### config.mk
export PLATFORM = sky130hd
export DESIGN_NAME = reset_sequencer
export DESIGN_NICKNAME = d
export VERILOG_FILES = /design/src/rtl/rstseq_pkg.sv /design/src/rtl/rstseq_sync.sv /design/src/rtl/reset_sequencer.sv
export SDC_FILE = /design/constraint.sdc
export NUM_CORES = 1
export LEC_CHECK = 0
export CAP_MARGIN = 20
export CORE_MARGIN = 3
export CORE_UTILIZATION = 40
export CTS_CLUSTER_SIZE = 30
export DETAILED_ROUTE_END_ITERATION = 12
export GPL_TIMING_DRIVEN = 0
export PLACE_DENSITY = 0.7
export SYNTH_ARGS = -nofsm -noshare
export SYNTH_HDL_FRONTEND = slang
export SYNTH_SLANG_ARGS = --single-unit
### constraint.sdc
create_clock -name clk -period 2.4 [get_ports clk]
set_clock_uncertainty 0.1 [all_clocks]
set_input_delay 0.48 -clock clk [delete_from_list [all_inputs] [get_ports clk]]
set_output_delay 0.48 -clock clk [all_outputs]
set_load 0.01 [all_outputs]
### src/rtl/rstseq_pkg.sv
// Shared types and constants for the reset sequencer.
package rstseq_pkg;

    typedef enum logic [1:0] {
        S_HOLD      = 2'd0,
        S_WAIT_LOCK = 2'd1,
        S_RELEASE   = 2'd2,
        S_RUN       = 2'd3
    } state_t;

    // Flip-flop depth of the pll_locked synchroniser
    localparam int unsigned SYNC_STAGES = 2;

endpackage

### src/rtl/rstseq_sync.sv
// Multi-flop synchroniser for a single asynchronous level input.
// Output is forced to 0 while reset is asserted.
module rstseq_sync
    import rstseq_pkg::*;
(
    input  logic clk,
    input  logic reset,
    input  logic d,
    output logic q
);

    logic [SYNC_STAGES-1:0] sync_ff;

    // Shift the async input through the synchroniser chain
    always_ff @(posedge clk or posedge reset) begin
        if (reset) begin
            sync_ff <= '0;
        end else begin
            sync_ff <= {sync_ff[SYNC_STAGES-2:0], d};
        end
    end

    assign q = sync_ff[SYNC_STAGES-1];

endmodule

### src/rtl/reset_sequencer.sv
// Reset tree sequencer: holds all domains in reset for a minimum time and
// until the PLL is stably locked, then releases them one by one. Lock loss
// or a software request re-runs the whole sequence.
// Optional lock-wait watchdog: define RSTSEQ_WDOG_EN.
module reset_sequencer
    import rstseq_pkg::*;
#(
    parameter int unsigned NUM_DOMAINS = 4,
    parameter int unsigned HOLD_CYCLES = 16,
    parameter int unsigned STAGE_DELAY = 8,
    parameter int unsigned LOCK_FILTER = 4,
    parameter int unsigned WDOG_CYCLES = 1024
) (
    input  logic                   clk,
    input  logic                   reset,
    input  logic                   pll_locked,
    input  logic                   sw_rst_req,
    output logic [NUM_DOMAINS-1:0] rst_out,
    output logic                   rst_done,
    output logic                   lock_timeout
);

    localparam int unsigned HOLD_W  = $clog2(HOLD_CYCLES + 1);
    localparam int unsigned STAGE_W = $clog2(STAGE_DELAY + 1);
    localparam int unsigned LOCK_W  = $clog2(LOCK_FILTER + 1);
    localparam int unsigned IDX_W   = $clog2(NUM_DOMAINS + 1);

    state_t                 state, state_nxt;
    logic [HOLD_W-1:0]      hold_cnt, hold_nxt;
    logic [STAGE_W-1:0]     stage_cnt, stage_nxt;
    logic [IDX_W-1:0]       idx, idx_nxt;
    logic [NUM_DOMAINS-1:0] rst_nxt;
    logic [LOCK_W-1:0]      lock_cnt;
    logic                   lock_ok;
    logic                   pll_sync;
    logic                   abort;

    rstseq_sync u_pll_sync (
        .clk   (clk),
        .reset (reset),
        .d     (pll_locked),
        .q     (pll_sync)
    );

    // Lock filter: saturating run-length of synchronised-high samples
    always_ff @(posedge clk or posedge reset) begin
        if (reset) begin
            lock_cnt <= '0;
        end else if (!pll_sync) begin
            lock_cnt <= '0;
        end else if (lock_cnt != LOCK_W'(LOCK_FILTER)) begin
            lock_cnt <= lock_cnt + LOCK_W'(1);
        end
    end

    assign lock_ok = (lock_cnt == LOCK_W'(LOCK_FILTER));

    // State, counters and registered reset outputs
    always_ff @(posedge clk or posedge reset) begin
        if (reset) begin
            state     <= S_HOLD;
            hold_cnt  <= '0;
            stage_cnt <= '0;
            idx       <= '0;
            rst_out   <= '1;
        end else begin
            state     <= state_nxt;
            hold_cnt  <= hold_nxt;
            stage_cnt <= stage_nxt;
            idx       <= idx_nxt;
            rst_out   <= rst_nxt;
        end
    end

    // Next-state and next-counter logic
    always_comb begin
        state_nxt = state;
        hold_nxt  = hold_cnt;
        stage_nxt = stage_cnt;
        idx_nxt   = idx;
        rst_nxt   = rst_out;
        abort     = 1'b0;

        unique case (state)
            S_HOLD: begin
                rst_nxt = '1;
                if (hold_cnt != HOLD_W'(HOLD_CYCLES)) begin
                    hold_nxt = hold_cnt + HOLD_W'(1);
                end
                if (hold_cnt == HOLD_W'(HOLD_CYCLES - 1)) begin
                    state_nxt = S_WAIT_LOCK;
                end
            end
            S_WAIT_LOCK: begin
                rst_nxt = '1;
                if (lock_ok) begin
                    state_nxt  = S_RELEASE;
                    rst_nxt[0] = 1'b0;
                    idx_nxt    = IDX_W'(1);
                    stage_nxt  = '0;
                end
            end
            S_RELEASE: begin
                if (stage_cnt == STAGE_W'(STAGE_DELAY - 1)) begin
                    stage_nxt = '0;
                    if (idx == IDX_W'(NUM_DOMAINS)) begin
                        state_nxt = S_RUN;
                    end else begin
                        // idx is wider than a domain index, so decode it explicitly
                        for (int unsigned d = 0; d < NUM_DOMAINS; d++) begin
                            if (idx == IDX_W'(d)) begin
                                rst_nxt[d] = 1'b0;
                            end
                        end
                        idx_nxt = idx + IDX_W'(1);
                    end
                end else begin
                    stage_nxt = stage_cnt + STAGE_W'(1);
                end
            end
            S_RUN: begin
                rst_nxt = '0;
            end
            default: begin
                state_nxt = S_HOLD;
            end
        endcase

        // Lock loss and software request share one abort path, so a
        // coincident pair still produces a single return to S_HOLD
        if (((state == S_RELEASE) || (state == S_RUN)) && !pll_sync) begin
            abort = 1'b1;
        end
        if ((state == S_RUN) && sw_rst_req) begin
            abort = 1'b1;
        end
        if (abort) begin
            state_nxt = S_HOLD;
            rst_nxt   = '1;
            hold_nxt  = '0;
            stage_nxt = '0;
            idx_nxt   = '0;
        end
    end

    // Status outputs decoded from the state register
    always_comb begin
        rst_done = (state == S_RUN);
    end

`ifdef RSTSEQ_WDOG_EN
    localparam int unsigned WDOG_W = $clog2(WDOG_CYCLES + 1);

    logic [WDOG_W-1:0] wdog_cnt, wdog_nxt;
    logic              timeout_q;

    // Watchdog counts only while staying in S_WAIT_LOCK
    always_comb begin
        wdog_nxt = wdog_cnt;
        if (state_nxt != S_WAIT_LOCK) begin
            wdog_nxt = '0;
        end else if ((state == S_WAIT_LOCK) && (wdog_cnt != WDOG_W'(WDOG_CYCLES))) begin
            wdog_nxt = wdog_cnt + WDOG_W'(1);
        end
    end

    // Watchdog counter and sticky timeout flag
    always_ff @(posedge clk or posedge reset) begin
        if (reset) begin
            wdog_cnt  <= '0;
            timeout_q <= 1'b0;
        end else begin
            wdog_cnt <= wdog_nxt;
            if (wdog_nxt == WDOG_W'(WDOG_CYCLES)) begin
                timeout_q <= 1'b1;
            end
        end
    end

    assign lock_timeout = timeout_q;
`else
    assign lock_timeout = 1'b0;
`endif

endmodule

==> summary.md, run 1 <==
| Metric | Value |
|---|---|
| Top routing layer used | `met4` |
| Vias in the first global route | `999` |
| Final worst path period need | `2.26 ns` |
| Die extent in y | `64.5 um` |
| # rows | `20` |
| Post-CTS Setup Repair Bufs | `0` |
| Dpl hpwl | `1940 um` |
| Bufs on Longest Clock Path | `2` |
| IR drop worst, VDD | `about 0.60 mV` |
| Syn-to-layout area delta | `11.8%` |
| Final hold violation count | `0` |
| RePlAce Congestion | `0.807` |
| Wire length on met3 | `49 um` |
| Initial Util | `43.5%` |
| CTS Buf Count | `3` |
| M1 wire length | `1140 um` |
| CTS tree | `built` |
| WP data required | `between 1.5 and 2 ns` |
| Seq cells post-synth | `23` |
| # setup viols final | `0` |
| Port-buffer cells | `8` |
| Worst setup EP type | `output pin` |
| Wirelength, routed | `2480 um` |
| Fin area | `around 1500 um2` |
| Synth top area cells | `dfrtp_1 (35%), ha_1 (14%), dfstp_2 (7.7%), inv_1 (4.4%), mux2_2 (4.1%)` |
| Total iterations of the first detailed-routing run | `4` |
| Dpl cell area | `1510 um2` |
| Post-DRT Antenna Nets | `0` |
| # resized after CTS | `0` |
| Register area share after synthesis | `42.4%` |
| Met2 WL | `roughly 1300 um` |
| Share of layout cells above drive strength 1 | `between 10 and 15%` |
| Fillers | `315` |
| Sink Count | `23` |
| Compound-Gate Fraction of Synth Area | `16.9%` |
| Critical path peak fanout | `7` |
| Core box area | `3150 um2` |
| Largest family of logic cells by synthesized area | `compound AO/OA/AOI/OAI gates` |
| Worst path arrival time | `1.68 ns` |
| # nets final | `167` |
| Total gr overflow | `0` |
| Worst slew pin tran | `0.872 ns` |
| Startpoint Class | `flip-flop` |
| Clock slew at reported path FFs | `0.12 ns` |
| Peak Freq | `between 400 and 500 MHz` |
| Pins Over Slew Limit | `0` |
| Worst hold-check path type | `reg2reg` |
| Synth Area in Simple Gates | `approximately an eighth` |
| Largest net degree at the start of global routing | `24` |
| Post-Synth Adder-Cell Area | `13.7%` |
| Share of the synthesized area in the top cell type | `around a third` |
| H-tree Lvls | `1` |
| Wire per inst | `13.0 um` |
| RSZ-0062 raised after global routing | `no` |
| Initial DRC Count | `30` |
| Die Area | `4160 um2` |
| Pleak | `0.706 nW` |
| # DRC | `0` |
| Initial antenna violation count | `0` |
| Synth Instances | `135` |
| Critical path type | `reg2out` |
| Skew-Pair Late Insertion Delay | `0.31 ns` |
| Setup tns final | `0 ns` |
| Post-synth EDFFs | `0` |
| Mux share of post-synthesis cell area | `4.84%` |
| Post-Synth XOR/XNOR Area | `2.56%` |
| Hold Buf Count CTS | `0` |
| Vias per cell | `5.13` |
| Total track usage | `13.2%` |
| # IOs | `10` |
| Root Driver | `clkbuf_4` |
| Total power | `1.49 mW` |
| First-pass GRT wire length | `4330 um` |
| Vias | `980` |
| Synth async-reset ratio | `100%` |
| Status | `complete, no violations` |
| Ant diodes | `0` |
| Syn_area_per_cell | `10.1 um2` |
| Synth Net Count | `154` |
| Die W | `roughly 65 um` |
| Max capacitance violation total | `0` |
| Top_reg_cell synth | `dfrtp_1` |
| Yosys Warn Count | `0` |
| Synth cell types | `42` |
| Pwr Density | `971 nW/um2` |
| Post-synthesis cell area | `between 1000 and 1500 um2` |
| Post-synth top area cell | `dfrtp_1` |
| Tcrit/Tclk final | `about 94%` |
| Slew margin rel. | `41.8%` |
per-layer routing:
layer | track usage (%) | up-vias
li1 | - | 496
met1 | 14.9 | 467
met2 | 25.0 | 13
met3 | 3.64 | 4
met4 | 1.58 | 0
met5 | 0 | -
worst max-delay path, cell delays in order, from the launching register on:
cell,delay [ns]
dfrtp_1,0.40
ha_1,0.37
clkdlybuf4s50_1,0.61
cells by family after synthesis:
group	Yosys count
flops	23
mux	6
fa+ha+maj	15
compound gates	30
buf+inv	19
xor+xnor	4
simple gates	37
other cells	1
report_power, final:
group / switching [mW] / total (mW) / internal (mW)
Combinational: 0.374 / 0.720 / 0.346
Clock: 0.114 / 0.179 / 0.0648
Sequential: 0.0846 / 0.588 / 0.503
stage by stage:
| step | std cells | util, % | hold WS (ns) | setup slack, ns |
|---|---|---|---|---|
| after floorplan | 135 | - | 0.231 | 0.580 |
| after global placement | 187 | 47.7 | 0.234 | 0.174 |
| after detailed placement | 187 | 47.7 | 0.240 | 0.149 |
| after CTS | 191 | 48.6 | 0.269 | 0.123 |
| after global routing | 191 | 48.6 | 0.273 | 0.0526 |
| final | 191 | 48.6 | 0.268 | 0.145 |
Yosys cell counts (2+ instances only):
cell type and count:
o32ai_1 3, xnor2_1 2, o21ai_0 2, mux2_2 5
nor2_1 7, nor3_1 2, ha_1 15, and3_1 2
a21oi_1 10, nand4_1 2, nand2b_1 3, nand2_1 12
dfstp_2 4, xor2_1 2, dfrtp_1 19, inv_1 16
nand3_1 4
cell usage in the layout, fill, tap and decap left out, types with 2 or more instances in the layout:
cell             Yosys  layout
a21oi_1             10      10
and3_1               2       2
clkbuf_4             0       3
clkdlybuf4s50_1      0       8
dfrtp_1             19      19
dfstp_2              4       4
ha_1                15      15
inv_1               16      16
mux2_2               5       5
nand2_1             12      12
nand2b_1             3       3
nand3_1              4       4
nand4_1              2       2
nor2_1               7       7
nor3_1               2       2
o21ai_0              2       2
o32ai_1              3       3
xnor2_1              2       2
xor2_1               2       2
sequential cells by signal, indices dropped and copies added, names as in the netlist:
register,count
hold_cnt,5
idx,3
lock_cnt,3
rst_out,4
stage_cnt,4
state,2
u_pll_sync.sync_ff,2
area by class of cell:
class                           count  area, um2  area share [%]
Buffer                              3       23.8            1.55
Clock buffer                        4       26.3            1.72
Inverter                           16       60.1            3.92
Multi-Input combinational cell     93        706            46.1
Sequential cell                    23        581            37.9
Tap cell                           44       55.1            3.59
Timing Repair Buffer                8       80.1            5.23
path summary, 6_finish.rpt:
path	startpoint	end	slack, ns	cells past startpoint
hold / removal	u_pll_sync.sync_ff[0]	u_pll_sync.sync_ff[1]	0.27	0
setup / recovery	state[0]	rst_done	0.14	2
max in group asynchronous	reset	u_pll_sync.sync_ff[1]	1.12	2
min in group asynchronous	reset	hold_cnt[4]	0.53	2
hold reg to reg	u_pll_sync.sync_ff[0]	u_pll_sync.sync_ff[1]	0.27	0
setup reg to reg	state[0]	state[1]	0.42	6
Power figures use the tool's default switching activity.
==> inputs of run 2 (changes only) <==
--- a/config.mk
+++ b/config.mk
@@ -6,7 +6,6 @@
 export NUM_CORES = 1
 export LEC_CHECK = 0
 export CAP_MARGIN = 20
-export CORE_MARGIN = 3
 export CORE_UTILIZATION = 40
 export CTS_CLUSTER_SIZE = 30
 export DETAILED_ROUTE_END_ITERATION = 12
==> constraint.sdc (replaced) <==
create_clock -name clk -period 2.9 [get_ports clk]
set_clock_uncertainty 0.1 [all_clocks]
set_input_delay 0.58 -clock clk [delete_from_list [all_inputs] [get_ports clk]]
set_output_delay 0.58 -clock clk [all_outputs]
set_load 0.01 [all_outputs]
==> run 2 against run 1 <==
Effect of this change:
- die area decreased by 12%
- cell count unchanged
- combinational power decreased by 17%
- sequential power decreased by 17%
- routed wire length decreased by 2.1%
- non-clock buffer count unchanged
- largest cell class unchanged
- critical path depth unchanged
- clock power decreased by 15%
- highest routed layer unchanged
- clock-buffer cell count unchanged
==> summary.md, run 2 (synthesis gave the netlist of run 1 again) <==
| Metric | Value |
|---|---|
| # setup viols final | `0` |
| IR drop worst, VDD | `0.497 mV` |
| RSZ-0062 raised after global routing | `no` |
| Hold Buf Count CTS | `0` |
| Skew-Pair Late Insertion Delay | `between 0.3 and 0.4 ns` |
| Reg2reg start | `state[0]` |
| R2R Path End | `state[1]` |
| WP data required | `approximately 2.2 ns` |
| Regs by FF count | `hold_cnt (5), rst_out (4), stage_cnt (4)` |
| Syn-to-layout area delta | `11.8%` |
| First-pass GRT wire length | `between 4000 and 5000 um` |
| Most frequent cells in the layout | `dfrtp_1 (19), inv_1 (16), ha_1 (15)` |
| Vias in the first global route | `between 1000 and 1500` |
| Reg2Reg Setup Slack | `roughly 0.9 ns` |
| Switching Share | `38.9%` |
| Worst path arrival time | `1.68 ns` |
| Ant diodes | `0` |
| Die Area | `around 3700 um2` |
| Met2 WL | `1230 um` |
| Core box area | `3150 um2` |
| # DRC | `0` |
| Worst Setup SP | `state[0]` |
| Total gr overflow | `0` |
| Post-DRT Antenna Nets | `0` |
| Worst setup EP type | `output pin` |
| Pwr Density | `808 nW/um2` |
| Wire length on met3 | `around 80 um` |
| Max capacitance violation total | `0` |
| # rows | `20` |
| Slowest cell delay on critical path | `0.60 ns` |
| # resized after CTS | `0` |
| # nets final | `167` |
| Worst slew pin tran | `0.883 ns` |
| Worst hold-check path type | `reg2reg` |
| RePlAce Congestion | `0.737` |
| CP endpoint | `rst_done` |
| Sequential share of power | `around 39%` |
| Pins Over Slew Limit | `0` |
| Startpoint Class | `flip-flop` |
| Initial Util | `43.5%` |
| Largest register FFs | `5` |
| Dpl hpwl | `1870 um` |
| Pleak | `0.706 nW` |
| Slew margin rel. | `41.0%` |
| Port-buffer cells | `8` |
| Gate power share | `48.4%` |
| H-tree Lvls | `1` |
| Sink Count | `23` |
| Initial antenna violation count | `0` |
| Post-CTS Setup Repair Bufs | `0` |
| Wire per inst | `12.7 um` |
| Crit path buf inv count | `1` |
| Bufs on Longest Clock Path | `2` |
| Leading cell type in the layout, fill and taps excluded | `dfrtp_1` |
| Sw Pwr | `481 uW` |
| Setup tns final | `0 ns` |
| CTS tree | `built` |
| M1 wire length | `1080 um` |
| Vias per cell | `approximately 5.2` |
| Initial DRC Count | `48` |
| Vias | `1002` |
| # IOs | `10` |
| Clock slew at reported path FFs | `0.12 ns` |
| Clk pwr share | `12.3%` |
| Top routing layer used | `met4` |
| Die extent in y | `60.5 um` |
| Die W | `60.5 um` |
| Cell family with most CP delay | `buffers and inverters` |
| Worst reg-to-reg path cell count | `6` |
| CTS Buf Count | `3` |
| P_int | `756 uW` |
| Peak Freq | `between 400 and 500 MHz` |
| Final worst path period need | `2.36 ns` |
| Total power | `1.24 mW` |
| Final hold violation count | `0` |
| Total iterations of the first detailed-routing run | `4` |
| Total track usage | `15.6%` |
| Critical path peak fanout | `7` |
| Share of layout cells above drive strength 1 | `14.3%` |
| Logic depth of the worst path, buffers included | `2` |
| Top reg by flops | `hold_cnt` |
| Wirelength, routed | `2430 um` |
| Critical path's slowest cell | `clkdlybuf4s50_1` |
| Critical path type | `reg2out` |
| Root Driver | `clkbuf_4` |
| Largest net degree at the start of global routing | `24` |
| CP cell instances | `ha_1 > clkdlybuf4s50_1` |
| Tcrit/Tclk final | `81.3%` |
| Min Hold Slack | `0.268 ns` |
| Status | `complete, no violations` |
-- run 2: cell counts in the layout (fill, tap and decap cells not counted) --
Identical to the previous run, type by type.
-- run 2: layout make-up --
class / instances / area [um2]
plain buffers: 3 / 23.8
clock buffers: 4 / 26.3
fillers: 304 / 1620
repair buffers: 8 / 80.1
well taps: 44 / 55.1
inverters: 16 / 60.1
flip-flops and latches: 23 / 581
multi-input cells: 93 / 706
-- run 2: power by group through the flow --
stage                     logic, mW  clock network [mW]  registers, mW
after floorplan               0.452                   0          0.485
after global placement        0.569                   0          0.486
after detailed placement      0.597                   0          0.492
after CTS                     0.600               0.157          0.486
after global routing          0.676               0.172          0.501
final                         0.598               0.152          0.487
-- run 2: stage by stage --
step	std cells	worst slack (ns)	instance area, um2	util, %
4_1_cts	191	0.524	1530	48.6
2_1_floorplan	135	1.08	1370	-
5_1_grt	191	0.443	1530	48.6
3_5_place_dp	187	0.565	1510	47.7
3_3_place_gp	187	0.580	1510	47.7
6_report	191	0.542	1530	48.6
-- run 2: worst min path at each step --
stage	start	end	slack, ns	cells after the start
2_1_floorplan	u_pll_sync.sync_ff[0]	u_pll_sync.sync_ff[1]	0.23	0
3_3_place_gp	u_pll_sync.sync_ff[0]	u_pll_sync.sync_ff[1]	0.23	0
3_5_place_dp	u_pll_sync.sync_ff[0]	u_pll_sync.sync_ff[1]	0.24	0
4_1_cts	u_pll_sync.sync_ff[0]	u_pll_sync.sync_ff[1]	0.27	0
5_1_grt	u_pll_sync.sync_ff[0]	u_pll_sync.sync_ff[1]	0.28	0
6_report	u_pll_sync.sync_ff[0]	u_pll_sync.sync_ff[1]	0.27	0
-- run 2: worst register-to-register path, cell delays in order (launching register included) --
cell      delay [ns]
dfrtp_1         0.41
inv_1           0.09
ha_1            0.20
buf_2           0.19
a222oi_1        0.46
nand3_1         0.19
o32ai_1         0.28
-- run 2: per-layer routing --
layer  up-vias  track usage (%)
met1       485             18.0
met2        19             26.7
met4         0             6.49
li1        492                -
met3         6             5.12
met5         -                0
==> inputs of run 3 (changes only) <==
--- a/config.mk
+++ b/config.mk
@@ -10,7 +10,7 @@
 export CTS_CLUSTER_SIZE = 30
 export DETAILED_ROUTE_END_ITERATION = 12
 export GPL_TIMING_DRIVEN = 0
-export PLACE_DENSITY = 0.7
+export PLACE_DENSITY = 0.72
 export SYNTH_ARGS = -nofsm -noshare
 export SYNTH_HDL_FRONTEND = slang
 export SYNTH_SLANG_ARGS = --single-unit
==> constraint.sdc (replaced) <==
create_clock -name clk -period 2.08 [get_ports clk]
set_clock_uncertainty 0.1 [all_clocks]
set_input_delay 0.416 -clock clk [delete_from_list [all_inputs] [get_ports clk]]
set_output_delay 0.416 -clock clk [all_outputs]
set_load 0.01 [all_outputs]
==> run 3 against run 2 <==
Effect of this change:
- critical path depth rose by 4
- combinational power grew 45%
- worst hold slack gained 0.011 ns
- register-to-register slack got worse by 0.82 ns
- first-iteration DRC count increased by 25%
- sequential share of layout area decreased by 0.62 points
- cell count rose by 0.52%
- flip-flop and latch count did not move
- final area is 1.9% higher
- critical endpoint is now state[1]
- global-route usage is 0.37 points higher
- sequential power rose by 42%
==> summary.md, run 3 (synthesis gave the netlist of run 1 again) <==
| Metric | Value |
|---|---|
| WP data required | `roughly 2.2 ns` |
| Clock slew at reported path FFs | `0.12 ns` |
| Pins Over Slew Limit | `0` |
| # IOs | `10` |
| Dpl hpwl | `1980 um` |
| CTS tree | `built` |
| CP cell instances | `inv_1 > ha_1 > nand2_1 > a222oi_1 > nand3_1 > o32ai_1` |
| Setup tns final | `0 ns` |
| Largest register FFs | `5` |
| Vias per cell | `5.39` |
| Initial antenna violation count | `0` |
| Core box area | `3150 um2` |
| Root Driver | `clkbuf_4` |
| Skew-Pair Late Insertion Delay | `0.31 ns` |
| Die Area | `around 3700 um2` |
| Worst path arrival time | `2.12 ns` |
| Sink Count | `23` |
| Sequential share of power | `39.1%` |
| Initial DRC Count | `60` |
| RePlAce Congestion | `between 0.8 and 0.9` |
| Leading cell type in the layout, fill and taps excluded | `dfrtp_1` |
| Wirelength, routed | `about 2600 um` |
| Worst hold-check path type | `reg2reg` |
| Gate power share | `slightly below 50%` |
| Total gr overflow | `0` |
| IR drop worst, VDD | `0.455 mV` |
| Clk pwr share | `between 10% and 20%` |
| Slowest cell delay on critical path | `0.50 ns` |
| Peak Freq | `501 MHz` |
| RSZ-0062 raised after global routing | `yes` |
| Switching Share | `38.7%` |
| Total track usage | `16.0%` |
| Slew margin rel. | `42.5%` |
| Sw Pwr | `a little under 700 uW` |
| Startpoint Class | `flip-flop` |
| Worst slew pin tran | `0.861 ns` |
| DP Cell Count | `187` |
| Initial Util | `43.5%` |
| Port-buffer cells | `8` |
| Sequential cell area | `582 um2` |
| Final hold violation count | `0` |
| Vias in the first global route | `945` |
| H-tree Lvls | `1` |
| Max capacitance violation total | `0` |
| Critical path type | `reg2reg` |
| Syn-to-layout area delta | `13.9%` |
| Wire per inst | `~13 um` |
| P_int | `about 1.1 mW` |
| Total iterations of the first detailed-routing run | `4` |
| Pleak | `0.723 nW` |
| Pwr Density | `~1100 nW/um2` |
| Die extent in y | `60.5 um` |
| # nets final | `168` |
| Most frequent cells in the layout | `dfrtp_1 (18), inv_1 (15), ha_1 (13)` |
| # rows | `20` |
| Worst setup EP type | `flip-flop` |
| Tcrit/Tclk final | `96.0%` |
| Die W | `between 60 and 70 um` |
| # setup viols final | `0` |
| Regs by FF count | `hold_cnt (5), rst_out (4), stage_cnt (4)` |
| First-pass GRT wire length | `4370 um` |
| Share of layout cells above drive strength 1 | `17.6%` |
| Post-DRT Antenna Nets | `0` |
| Critical path's slowest cell | `a222oi_1` |
| Fillers | `304` |
| Vias | `1034` |
| CTS Buf Count | `3` |
| Non-filler cells, final | `192` |
| Critical path peak fanout | `4` |
| Final worst path period need | `between 1.5 and 2 ns` |
| Ant diodes | `0` |
| Area occupied by multi-input gates | `721 um2` |
| Status | `complete, no violations` |
| # DRC | `0` |
| Top reg by flops | `hold_cnt` |
| Bufs on Longest Clock Path | `2` |
| Largest net degree at the start of global routing | `24` |
[run 3: changes by cell type in the layout (fill, tap and decap cells not counted)]
| cell | previous run | this run |
|---|---|---|
| ha_1 | 15 | 13 |
| buf_2 | 1 | 0 |
| buf_4 | 1 | 2 |
| clkbuf_4 | 3 | 4 |
| clkdlybuf4s50_1 | 8 | 7 |
| dfrtp_1 | 19 | 18 |
| dfrtp_2 | 0 | 1 |
| dlymetal6s2s_1 | 0 | 1 |
| ha_2 | 0 | 1 |
| ha_4 | 0 | 1 |
| inv_1 | 16 | 15 |
| inv_2 | 0 | 1 |
[run 3: final timing paths]
| path | from | endpoint | slack (ns) | cells after the start |
|---|---|---|---|---|
| setup reg to reg | lock_cnt[0] | state[1] | 0.08 | 6 |
| hold / removal | u_pll_sync.sync_ff[0] | u_pll_sync.sync_ff[1] | 0.28 | 0 |
| min in group asynchronous | reset | stage_cnt[2] | 0.46 | 2 |
| hold reg to reg | u_pll_sync.sync_ff[0] | u_pll_sync.sync_ff[1] | 0.28 | 0 |
| setup / recovery | lock_cnt[0] | state[1] | 0.08 | 6 |
| max in group asynchronous | reset | state[0] | 0.84 | 2 |
[run 3: cell type report]
class                           instances  share of cell area, %
Multi-Input combinational cell         93                   46.2
Sequential cell                        23                   37.3
Timing Repair Buffer                    9                   5.77
Inverter                               16                   3.85
Tap cell                               44                   3.53
Clock buffer                            4                   1.68
Buffer                                  3                   1.68
[run 3: metal layers]
metal	up-vias	track usage (%)	share of wire [%]
li1	496	-	-
met1	520	21.6	45
met2	11	26.1	51
met3	7	1.92	1.7
met4	0	6.49	2.0
met5	-	0	0
[run 3: worst max-delay path: cells and delay by family (launching register included)]
| kind | cells | cell delay, ns |
|---|---|---|
| compound gates | 2 | 0.76 |
| fa+ha+maj | 1 | 0.20 |
| buf+inv | 1 | 0.08 |
| flops | 1 | 0.43 |
| simple gates | 2 | 0.34 |
[run 3: what timing repair did]
| item | 4_1_cts | 5_1_grt |
|---|---|---|
| pin swaps | 0 | 3 |
| cloned | 0 | 0 |
| hold buffers | 0 | 0 |
| setup buffers | 0 | 1 |
| endpoints found under the setup margin | 1 | 10 |
| resized for setup | 2 | 5 |
[run 3: power groups by stage]
stage	registers, mW	clock network (mW)	logic, mW
after floorplan	0.677	0	0.631
after global placement	0.677	0	0.791
after detailed placement	0.687	0	0.840
after CTS	0.686	0.219	0.849
after global routing	0.706	0.240	0.964
final	0.690	0.210	0.865
[run 3: stage by stage]
step                hold WS (ns)  util, %  cell area (um2)  power (mW)  setup slack [ns]
floorplan                  0.231        -             1370        1.31             0.260
global placement           0.233     47.7             1510        1.47           -0.0673
detailed placement         0.251     47.7             1510        1.53           -0.0970
CTS                        0.281     49.0             1540        1.75            0.0317
global route               0.306     49.5             1560        1.91           -0.0311
finish                     0.279     49.5             1560        1.76            0.0830
